File: config.mk
export PLATFORM = sky130hd
export DESIGN_NAME = mulacc_l2_cxu
export DESIGN_NICKNAME = d
export VERILOG_FILES = /design/src/rtl/mulacc_l2_cxu_pkg.sv /design/src/rtl/mulacc_l2_cxu_mux.sv /design/src/rtl/mulacc_l2_cxu_pipe.sv /design/src/rtl/mulacc_l2_cxu.sv
export SDC_FILE = /design/constraint.sdc
export NUM_CORES = 1
export LEC_CHECK = 0
export CORE_ASPECT_RATIO = 0.7
export CORE_MARGIN = 3
export CORE_UTILIZATION = 65
export DETAILED_ROUTE_END_ITERATION = 6
export PLACE_DENSITY = 0.91
export SYNTH_ARGS = -nofsm -noshare
export SYNTH_HDL_FRONTEND = slang
export SYNTH_SLANG_ARGS = --single-unit
File: constraint.sdc
create_clock -name clk -period 14.05 [get_ports clk]
set_clock_uncertainty 0.2 [all_clocks]
set_input_delay 3.5125 -clock clk [delete_from_list [all_inputs] [get_ports clk]]
set_output_delay 3.5125 -clock clk [all_outputs]
set_load 0.005 [all_outputs]
File: src/rtl/mulacc_l2_cxu_pkg.sv
// Shared encodings and width helpers for the multiply-accumulate CFU.
package mulacc_l2_cxu_pkg;

    typedef enum logic [2:0] {
        STATUS_OK          = 3'd0,
        STATUS_ERROR_FUNC  = 3'd1,
        STATUS_ERROR_STATE = 3'd2
    } cfu_status_e;

    localparam int unsigned FUNC_MULACC = 0;
    localparam int unsigned FUNC_CLEAR  = 1;

    // Index width for a field selecting one of n items; never narrower than 1 bit.
    function automatic int unsigned cfu_idx_w(input int unsigned n);
        return (n <= 2) ? 1 : $clog2(n);
    endfunction

endpackage

File: src/rtl/mulacc_l2_cxu_mux.sv
// 1:1 CFU request/response mux stage: every field passes straight through.
module mux1_cfu #(
    parameter int unsigned CFU_ID_W  = 1,
    parameter int unsigned STATE_W   = 1,
    parameter int unsigned FUNC_ID_W = 10,
    parameter int unsigned DATA_W    = 32
) (
    input  logic                 req_valid,
    output logic                 req_ready,
    input  logic [CFU_ID_W-1:0]  req_cfu,
    input  logic [STATE_W-1:0]   req_state,
    input  logic [FUNC_ID_W-1:0] req_func,
    input  logic [DATA_W-1:0]    req_data0,
    input  logic [DATA_W-1:0]    req_data1,
    output logic                 resp_valid,
    input  logic                 resp_ready,
    output logic [2:0]           resp_status,
    output logic [DATA_W-1:0]    resp_data,

    output logic                 tgt_req_valid,
    input  logic                 tgt_req_ready,
    output logic [CFU_ID_W-1:0]  tgt_req_cfu,
    output logic [STATE_W-1:0]   tgt_req_state,
    output logic [FUNC_ID_W-1:0] tgt_req_func,
    output logic [DATA_W-1:0]    tgt_req_data0,
    output logic [DATA_W-1:0]    tgt_req_data1,
    input  logic                 tgt_resp_valid,
    output logic                 tgt_resp_ready,
    input  logic [2:0]           tgt_resp_status,
    input  logic [DATA_W-1:0]    tgt_resp_data
);

    assign tgt_req_valid  = req_valid;
    assign req_ready      = tgt_req_ready;
    assign tgt_req_cfu    = req_cfu;
    assign tgt_req_state  = req_state;
    assign tgt_req_func   = req_func;
    assign tgt_req_data0  = req_data0;
    assign tgt_req_data1  = req_data1;
    assign resp_valid     = tgt_resp_valid;
    assign tgt_resp_ready = resp_ready;
    assign resp_status    = tgt_resp_status;
    assign resp_data      = tgt_resp_data;

endmodule

File: src/rtl/mulacc_l2_cxu_pipe.sv
// Stall-able valid/data/status delay line; any output back-pressure freezes every stage.
module mulacc_l2_pipe #(
    parameter int unsigned LATENCY = 1,
    parameter int unsigned DATA_W  = 32
) (
    input  logic              clk,
    input  logic              rst_n,
    input  logic              clk_en,
    input  logic              in_valid,
    output logic              in_ready,
    input  logic [DATA_W-1:0] in_data,
    input  logic [2:0]        in_status,
    output logic              out_valid,
    input  logic              out_ready,
    output logic [DATA_W-1:0] out_data,
    output logic [2:0]        out_status
);

    if (LATENCY == 0) begin : g_comb
        assign in_ready   = out_ready;
        assign out_valid  = in_valid;
        assign out_data   = in_data;
        assign out_status = in_status;
    end else begin : g_regs
        logic              v [LATENCY];
        logic [DATA_W-1:0] d [LATENCY];
        logic [2:0]        s [LATENCY];
        logic              stall;

        assign stall      = v[LATENCY-1] && !out_ready;
        assign in_ready   = !stall;
        assign out_valid  = v[LATENCY-1];
        assign out_data   = d[LATENCY-1];
        assign out_status = s[LATENCY-1];

        always_ff @(posedge clk or negedge rst_n) begin
            if (!rst_n) begin
                for (int unsigned i = 0; i < LATENCY; i++) begin
                    v[i] <= 1'b0;
                    d[i] <= '0;
                    s[i] <= '0;
                end
            end else if (clk_en && !stall) begin
                v[0] <= in_valid;
                d[0] <= in_valid ? in_data : '0;
                s[0] <= in_valid ? in_status : '0;
                for (int unsigned i = 1; i < LATENCY; i++) begin
                    v[i] <= v[i-1];
                    d[i] <= d[i-1];
                    s[i] <= s[i-1];
                end
            end
        end
    end

endmodule

File: src/rtl/mulacc_l2_cxu.sv
// Stateful multiply-accumulate CFU (CFU-L2 streaming) behind a 1:1 request mux.
module mulacc_l2_cxu
    import mulacc_l2_cxu_pkg::*;
#(
    parameter int unsigned CFU_N_CFUS    = 2,
    parameter int unsigned CFU_N_STATES  = 1,
    parameter int unsigned CFU_FUNC_ID_W = 10,
    parameter int unsigned CFU_INSN_W    = 0,
    parameter int unsigned CFU_DATA_W    = 32,
    parameter int unsigned CFU_LATENCY   = 1
) (
    input  logic                                  clk,
    input  logic                                  rst_n,
    input  logic                                  clk_en,
    input  logic                                  req_valid,
    output logic                                  req_ready,
    input  logic [cfu_idx_w(CFU_N_CFUS)-1:0]      req_cfu,
    input  logic [cfu_idx_w(CFU_N_STATES)-1:0]    req_state,
    input  logic [CFU_FUNC_ID_W-1:0]              req_func,
    input  logic [CFU_DATA_W-1:0]                 req_data0,
    input  logic [CFU_DATA_W-1:0]                 req_data1,
    output logic                                  resp_valid,
    input  logic                                  resp_ready,
    output logic [2:0]                            resp_status,
    output logic [CFU_DATA_W-1:0]                 resp_data
);

    localparam int unsigned CFU_ID_W = cfu_idx_w(CFU_N_CFUS);
    localparam int unsigned STATE_W  = cfu_idx_w(CFU_N_STATES);

    logic                     t_valid, t_ready, t_resp_valid, t_resp_ready;
    logic [CFU_ID_W-1:0]      t_cfu;
    logic [STATE_W-1:0]       t_state;
    logic [CFU_FUNC_ID_W-1:0] t_func;
    logic [CFU_DATA_W-1:0]    t_data0, t_data1, t_resp_data;
    logic [2:0]               t_resp_status;

    mux1_cfu #(
        .CFU_ID_W  (CFU_ID_W),
        .STATE_W   (STATE_W),
        .FUNC_ID_W (CFU_FUNC_ID_W),
        .DATA_W    (CFU_DATA_W)
    ) u_mux (
        .req_valid       (req_valid),
        .req_ready       (req_ready),
        .req_cfu         (req_cfu),
        .req_state       (req_state),
        .req_func        (req_func),
        .req_data0       (req_data0),
        .req_data1       (req_data1),
        .resp_valid      (resp_valid),
        .resp_ready      (resp_ready),
        .resp_status     (resp_status),
        .resp_data       (resp_data),
        .tgt_req_valid   (t_valid),
        .tgt_req_ready   (t_ready),
        .tgt_req_cfu     (t_cfu),
        .tgt_req_state   (t_state),
        .tgt_req_func    (t_func),
        .tgt_req_data0   (t_data0),
        .tgt_req_data1   (t_data1),
        .tgt_resp_valid  (t_resp_valid),
        .tgt_resp_ready  (t_resp_ready),
        .tgt_resp_status (t_resp_status),
        .tgt_resp_data   (t_resp_data)
    );

    logic unused_cfu;
    assign unused_cfu = ^t_cfu;

    logic [CFU_DATA_W-1:0] acc [CFU_N_STATES];
    logic [CFU_DATA_W-1:0] acc_old, acc_new, prod, result;
    logic                  state_ok, wr, accept;
    cfu_status_e           status;

    assign state_ok = 32'(t_state) < CFU_N_STATES;
    assign prod     = t_data0 * t_data1;
    assign accept   = t_valid && t_ready && clk_en;

    // Loop select keeps the out-of-range state value from ever indexing the array.
    always_comb begin
        acc_old = '0;
        for (int unsigned i = 0; i < CFU_N_STATES; i++) begin
            if (32'(t_state) == i) acc_old = acc[i];
        end
    end

    always_comb begin
        status  = STATUS_OK;
        result  = '0;
        acc_new = acc_old;
        wr      = 1'b0;
        if (!state_ok) begin
            status = STATUS_ERROR_STATE;
        end else if (32'(t_func) == FUNC_MULACC) begin
            acc_new = acc_old + prod;
            result  = acc_new;
            wr      = 1'b1;
        end else if (32'(t_func) == FUNC_CLEAR) begin
            acc_new = '0;
            result  = acc_old;
            wr      = 1'b1;
        end else begin
            status = STATUS_ERROR_FUNC;
        end
    end

    always_ff @(posedge clk or negedge rst_n) begin
        if (!rst_n) begin
            for (int unsigned i = 0; i < CFU_N_STATES; i++) acc[i] <= '0;
        end else if (accept && wr) begin
            for (int unsigned i = 0; i < CFU_N_STATES; i++) begin
                if (32'(t_state) == i) acc[i] <= acc_new;
            end
        end
    end

    mulacc_l2_pipe #(
        .LATENCY (CFU_LATENCY),
        .DATA_W  (CFU_DATA_W)
    ) u_pipe (
        .clk        (clk),
        .rst_n      (rst_n),
        .clk_en     (clk_en),
        .in_valid   (t_valid),
        .in_ready   (t_ready),
        .in_data    (result),
        .in_status  (status),
        .out_valid  (t_resp_valid),
        .out_ready  (t_resp_ready),
        .out_data   (t_resp_data),
        .out_status (t_resp_status)
    );

endmodule

---- Word level (Yosys, flattened, before mapping) ----
Index checks and enable logic that the tools add are counted.
storage, ports and cells
  bits in registers ....................... 68
cells by class
  add/subtract/negate cells ............... 1
  $mul .................................... 1
  order comparisons ....................... 1
  eq/ne operators ......................... 1
  muxes and demuxes ....................... 15
  bitwise operators ....................... 1
  reductions and logical operators ........ 9
operators with widths
  operator               count
  $mux W32               8
  $add A32 B32 Y32       1
  $mul A32 B32 Y32       1
  $eq A10 B1 Y1 const B  1
  $logic_not A10 Y1      1
  $logic_and A1 B1 Y1    5
  $mux W1                5
  $mux W2                2
  $logic_not A1 Y1       2
  $reduce_and A2 Y1      1
  $lt A1 B1 Y1 const B   1
  $not A1 Y1             1

---- Depth between registers and ports, before layout ----
Gate-level depths: netlist of the first run.
  word-level depth ........................ 7
  mapped depth ............................ 29
  mapped depth without buffers ............ 27

---- By module ----
A second synthesis of the first run with hierarchy kept.
second synthesis, totals
  cells, all modules ...................... 2363
  area total of the unflattened synthesis .. 21302.9 µm²
by module, submodules not included
  module          times used  cells each  area an instance (µm²)  sequential area each (µm²)
  mulacc_l2_cxu   1           2123        18712.9                 800.8
  mulacc_l2_pipe  1           125         1726.7                  900.9
  mux1_cfu        1           115         863.3                   0.0

---- Least setup slack after synthesis of the first run ----
No wires, ideal clock.
  path kind ............................... input-to-reg
  start ................................... input port req_data0[13]
  end ..................................... register acc[30] in the netlist's numbering
  data arrival time ....................... 9973 ps
  data required time ...................... 13719 ps
  path slack .............................. 3746 ps
  cell stages on the path ................. 25
  cells stage by stage .................... clkbuf_1 -> clkbuf_1 -> and2_1 -> fa_1 -> fa_1 -> fa_1 -> inv_1 -> fa_1 -> inv_1 -> fa_1 -> inv_1 -> fa_1 -> inv_1 -> fa_1 -> inv_1 -> fa_1 -> inv_1 -> ha_1 -> nand4_1 -> nor2_1 -> o41a_1 -> a31o_4 -> a221oi_2 -> xor2_1 -> o21ai_1
on the way
  cells in the longest elaborated chain, start to end .. 4
ends and longest elaborated chain
  element                          line                  source
  from (decl)                      mulacc_l2_cxu.sv:20   input logic [CFU_DATA_W-1:0] req_data0,
  $mul A32 B32 Y32                 mulacc_l2_cxu.sv:77   assign prod = t_data0 * t_data1;
  $add A32 B32 Y32                 mulacc_l2_cxu.sv:96   acc_new = acc_old + prod;
  $mux W32                         mulacc_l2_cxu.sv:95   end else if (32'(t_func) == FUNC_MULACC) begin
  $mux W32                         mulacc_l2_cxu.sv:93   if (!state_ok) begin
  to (signal, indexed assignment)  mulacc_l2_cxu.sv:113  if (32'(t_state) == i) acc[i] <= acc_new;
  to (decl)                        mulacc_l2_cxu.sv:71   logic [CFU_DATA_W-1:0] acc [CFU_N_STATES];
No other way between the ends.
A chain may end at the register's enable or synchronous reset.

---- Final worst setup path of the first run ----
  start ................................... input port req_data1[7]
  end ..................................... register u_pipe.g_regs.d, in the netlist u_pipe.out_data[29]
on the way
  cells in the longest elaborated chain, start to end .. 5
ends and longest elaborated chain
  element                          line                      source
  from (decl)                      mulacc_l2_cxu.sv:21       input logic [CFU_DATA_W-1:0] req_data1,
  $mul A32 B32 Y32                 mulacc_l2_cxu.sv:77
  $add A32 B32 Y32                 mulacc_l2_cxu.sv:96
  $mux W32                         mulacc_l2_cxu.sv:95
  $mux W32                         mulacc_l2_cxu.sv:93
  $mux W32                         mulacc_l2_cxu_pipe.sv:45  d[0] <= in_valid ? in_data : '0;
  to (signal, indexed assignment)  mulacc_l2_cxu_pipe.sv:49  d[i] <= d[i-1];
  to (decl)                        mulacc_l2_cxu_pipe.sv:26  logic [DATA_W-1:0] d [LATENCY];
No other way between the ends.

==> results of run 1 <==
Yosys cell counts, types with 9 or more instances:
| cell | n |
|---|---|
| inv_1 | 491 |
| fa_1 | 438 |
| and2_1 | 324 |
| nand2_1 | 277 |
| ha_1 | 124 |
| clkbuf_1 | 103 |
| dfrtp_1 | 67 |
| xnor2_1 | 60 |
| o21ai_1 | 46 |
| nor2_1 | 24 |
| xor2_1 | 24 |
| a21oi_1 | 23 |
| nand2b_1 | 19 |
| nor2b_1 | 19 |
| a22oi_1 | 18 |
| o21ai_0 | 17 |
| a21o_1 | 15 |
| nand3_1 | 10 |
| o21a_1 | 9 |
area by class of cell:
cell class                 instances  share of cell area, %
multi-input combinational       1512                  73.45
inverter                         492                  8.600
sequential                        67                  7.808
timing repair buffer             141                  6.246
tap                              405                  2.360
clock buffer                      10                  1.113
clock inverter                     6                 0.4137
antenna                            1                0.01165
sequential cells by signal (all words and copies together) (netlist names):
register and cells:
u_pipe.out_data 32, u_pipe.out_valid 1, u_pipe.out_status 2, acc 32
per-layer routing:
| layer | global-route usage, % | vias to the layer above | routed length, um |
|---|---|---|---|
| met4 | 13.26 | 0 | 2221 |
| li1 | - | 6445 | - |
| met1 | 45.16 | 7672 | 19710 |
| met2 | 56.09 | 937 | 24700 |
| met5 | 0 | - | 0 |
| met3 | 8.112 | 201 | 5886 |
stage by stage:
stage	utilization, %	hold WS [ns]	cells	setup slack [ns]	cell area [sq um]
detailed placement	72.05	0.2716	2617	2.123	21140
CTS	73.17	0.2837	2633	2.447	21470
global route	73.18	0.2992	2634	2.082	21470
floorplan	-	0.2574	2177	3.746	19700
global placement	72.05	0.2625	2617	2.311	21140
finish	73.18	0.2802	2634	2.322	21470
worst reg2reg max path, delay by kind of cell, from the launching register on:
family	cells	cell delay, ns
adder cells (fa/ha/maj)	9	4.43
AO/OA/AOI/OAI	6	1.26
AND/OR/NAND/NOR	3	0.63
flip-flops	1	0.41
buffers and inverters	7	0.38
XOR/XNOR	1	0.33
cell families (layout without fill, tap and decap cells):
group / count (synthesis) / after routing / share of synthesized area, %
flops: 67 / 67 / 8.509
buf+inv: 598 / 649 / 11.45
compound gates: 164 / 164 / 5.410
mux: 4 / 4 / 0.2286
xor+xnor: 84 / 84 / 3.734
fa+ha+maj: 562 / 562 / 52.37
other cells: 1 / 2 / 0.01903
simple gates: 697 / 697 / 18.28
layout by cell type, fill, tap and decap left out, types with 5 or more instances in the layout:
cell and n:
inv_1 491, nor2_1 24, xnor2_1 60, and2_1 324, o21a_1 9, nand2_1 277
o21ai_1 46, ha_1 124, dfrtp_1 67, a21o_1 15, a22oi_1 18, clkdlybuf4s50_1 114
fa_1 438, a21oi_1 23, nor3_1 7, o31ai_1 5, xor2_1 24, nand3_1 10
clkbuf_16 9, nor2b_1 19, nand2b_1 19, o21ai_0 17, buf_4 26
path summary, 6_finish.rpt:
path,depth (start not counted),to,start
setup reg to reg,26,u_pipe.out_data[29],acc[18]
max in group asynchronous,2,u_pipe.out_data[15],rst_n
hold / removal,2,u_pipe.out_status[1],u_pipe.out_status[1]
hold reg to reg,2,u_pipe.out_status[1],u_pipe.out_status[1]
min in group asynchronous,2,u_pipe.out_data[2],rst_n
setup / recovery,26,u_pipe.out_data[29],req_data1[7]
==> run metrics, run 1 <==
outcome completed; final hold vios 0; fin crit share 83.47%; Fillers 2019; vias in the first global route 16880; post-DP HPWL 42.07 mm; Crit path largest cell delay 1.00 ns; CTS H-tree depth 3; total CTS buffers 9; post-CTS setup buffers 0; TritonRoute pass-1 iters 6; Die Ht 151.7 um; row cnt 52; RSZ-0062 raised after global routing false; CP delay by family, top adder cells; initial antenna violation count 1; CTS tree built; total track usage 34.23%; ANT nets after route 0; I/O pin count 118; Post-synth EDFFs 0; worst-path fanout max 25; later-pin clock latency in the skew report 0.34 ns; cts hold-fix bufs 0; data arrival time of the critical path 11.72 ns; Max clock buf depth 2; Bufs and invs on worst path 7; Critical-path top delay cell clkdlybuf4s50_1; vias 15260; synth top area cells fa_1 (45%), and2_1 (10%), inv_1 (9.4%); syn_nets 2820; Multi-input gate area 15770 sq um; register area 1677 sq um; worst reg2reg setup slack 6.29 ns; #FFs+latches synth 67; final net count 2866; first-pass GRT wire length 86.93 mm; largest net degree at the start of global routing 68; Layout area overhead 8.979%; Post-Syn Area per Cell 9.051 sq um; die area 32470 sq um; Clock Pin Slew Worst Setup and Hold Paths 0.05 ns; Post-synth ARST share 100.0%; crit path kind input port to register; area leader, netlist fa_1; min Tclk post-route 11.73 ns; gpl congestion 0.9863; Req. time, crit path 14.04 ns; Cell Area, Synth 19700 sq um; CTS resizes 0; most used cell, CP fa_1; WL final 52.52 mm; Remaining DRCs 0; Hold Path Class register to register; Placeable Area 29340 sq um; Synth Instances 2177; sequential share of the synthesized area 8.509%; number of DRC markers after the initial detailed-route iteration 1427; Vias/cell 5.792; Buffers on Ports 115; Slew HR 24.81%; Worst setup SP type input port; max-cap violation count 0; Worst-Margin Slew 1.128 ns; top_reg_cell synth dfrtp_1; layout cell share with drive strength beyond 1 2.334%; Avg WL per Cell 19.94 um; setup_tns 0 ns; GRT overflow 0; starting density of the core 67.15%; YS warnings 0; nature of the critical path endpoint register; Clock Root Buffer clkbuf_16; top-area cell type share of the netlist area 44.50%; Yosys cell types 58; fmax 0.08526 GHz; Max Slew Vio Count 0; final number of setup-violating endpoints 0; clock sink count 67; die span in x 214.1 um
Power of run 1 is left out: the tool's default activity adds up to more than one toggle a clock period on the data nets, which glitch-free logic cannot reach.
==> inputs of run 2 (changes only) <==
Settings changed: CORE_UTILIZATION 65 to 63, PLACE_DENSITY 0.91 to 0.89.
Clock period 14.05 ns to 12.1 ns, I/O delays scaled along.
==> run metrics, run 2 (synthesis gave the netlist of run 1 again) <==
outcome completed; min Tclk post-route 11.04 ns; Remaining DRCs 0 (unchanged); Avg WL per Cell 19.80 um (-0.72%); data arrival time of the critical path 11.04 ns (-0.68 ns); ANT nets after route 0 (unchanged); TritonRoute pass-1 iters 6 (unchanged); I/O pin count 118 (unchanged); Max Slew Vio Count 0 (unchanged); number of DRC markers after the initial detailed-route iteration 1227 (-14%); register area 1677 sq um (unchanged); GRT overflow 0 (unchanged); cts hold-fix bufs 0 (unchanged); Util after Layout 70.70% (-2.5 points); setup_tns 0 ns (unchanged); clock sink count 67 (unchanged); Buffers on Ports 115 (unchanged); vias 15210 (-0.31%); CTS tree built; Multi-input gate area 15770 sq um (unchanged); RSZ-0062 raised after global routing false; Die Ht 154.0 um (+1.5%); WL final 52.50 mm (about the same); nature of the critical path endpoint register; largest net degree at the start of global routing 68 (unchanged); initial antenna violation count 2 (+1); final hold vios 0 (unchanged); Clock Pin Slew Worst Setup and Hold Paths 0.06 ns (about the same); Worst-Margin Slew 1.173 ns (+0.04463 ns); total CTS buffers 9 (unchanged); die span in x 217.4 um (+1.5%); Placeable Area 30440 sq um (+3.7%); Layout area overhead 9.220%; layout cell share with drive strength beyond 1 2.680% (+0.35 points); die area 33470 sq um (+3.1%); later-pin clock latency in the skew report 0.34 ns (about the same); final number of setup-violating endpoints 0 (unchanged); cell area after layout 21520 sq um (+0.22%); post-CTS setup buffers 0 (unchanged); Fillers 2118 (+4.9%); gpl congestion 0.9747 (-1.2%); fmax 0.09058 GHz; total track usage 33.17% (-1.1 points); CTS resizes 0 (unchanged); hold depth 2 (unchanged); Clock Root Buffer clkbuf_16; first-pass GRT wire length 87.21 mm (+0.32%); post-DP HPWL 43.78 mm (+4.1%); Reg2Reg Depth 26 (unchanged); Worst setup SP type input port; Req. time, crit path 12.10 ns (-1.94 ns); Slew HR 21.23% (-3.6 points); most common cell after layout, fill and taps aside inv_1; WHS 0.2746 ns (-0.005545 ns); max-cap violation count 0 (unchanged); Placed Instance Area 21240 sq um (+0.47%); worst-path fanout max 16 (-36%); Max clock buf depth 2 (unchanged); fin crit share 91.24%; Vias/cell 5.734 (-0.99%); crit path kind input port to register; Hold Path Class register to register; vias in the first global route 17160 (+1.7%); CTS H-tree depth 3 (unchanged); row cnt 53 (+1.9%); starting density of the core 64.73% (-2.4 points); commonest cells after routing, fill and taps aside inv_1 (491), fa_1 (438), and2_1 (324); final net count 2878 (+0.42%)
-- run 2: path summary, 6_finish.rpt --
| path | from | endpoint | slack [ns] |
|---|---|---|---|
| worst max-delay path | req_data1[0] | acc[29] | 1.06 |
| worst min-delay path | u_pipe.out_status[1] | u_pipe.out_status[1] | 0.27 |
| worst max register to register | acc[18] | acc[29] | 4.42 |
| worst min register to register | u_pipe.out_status[1] | u_pipe.out_status[1] | 0.27 |
| max in group asynchronous | rst_n | u_pipe.out_data[14] | 8.43 |
| min in group asynchronous | rst_n | u_pipe.out_status[0] | 2.68 |
-- run 2: per-layer routing --
metal | vias to the layer above | routed length [um] | GRT usage [%]
li1 | 6472 | - | -
met1 | 7649 | 19680 | 44.53
met2 | 881 | 24610 | 53.17
met3 | 205 | 5988 | 8.455
met4 | 0 | 2220 | 11.39
met5 | - | 0 | 0
-- run 2: cell type report --
| class | instances | area share, % |
|---|---|---|
| flip-flops and latches | 67 | 7.791 |
| clock buffers | 12 | 1.099 |
| clock inverters | 3 | 0.1860 |
| inverters | 492 | 8.581 |
| well taps | 412 | 2.395 |
| repair buffers | 153 | 6.651 |
| multi-input cells | 1512 | 73.29 |
| diodes | 1 | 0.01163 |
-- run 2: per-stage QoR --
step	std cells	setup WS, ns
global placement	2636	0.9941
global route	2652	0.7158
floorplan	2177	2.283
detailed placement	2636	0.8510
finish	2652	1.060
CTS	2651	1.188
-- run 2: critical path, cell delays in order --
cell	delay, ns
clkdlybuf4s50_1	0.94
nand2_1	0.20
fa_1	0.56
inv_1	0.06
fa_1	0.49
fa_1	0.50
inv_1	0.06
fa_1	0.53
inv_1	0.05
fa_1	0.49
inv_1	0.05
fa_1	0.52
inv_1	0.05
fa_1	0.48
inv_1	0.06
fa_1	0.48
inv_1	0.04
ha_1	0.35
nand4_1	0.23
nor2_1	0.10
o21ai_0	0.14
a41oi_1	0.19
o21ai_1	0.41
a21oi_1	0.20
a221oi_1	0.36
xor2_1	0.34
o21ai_1	0.10
Power of run 2 is left out for the same reason.
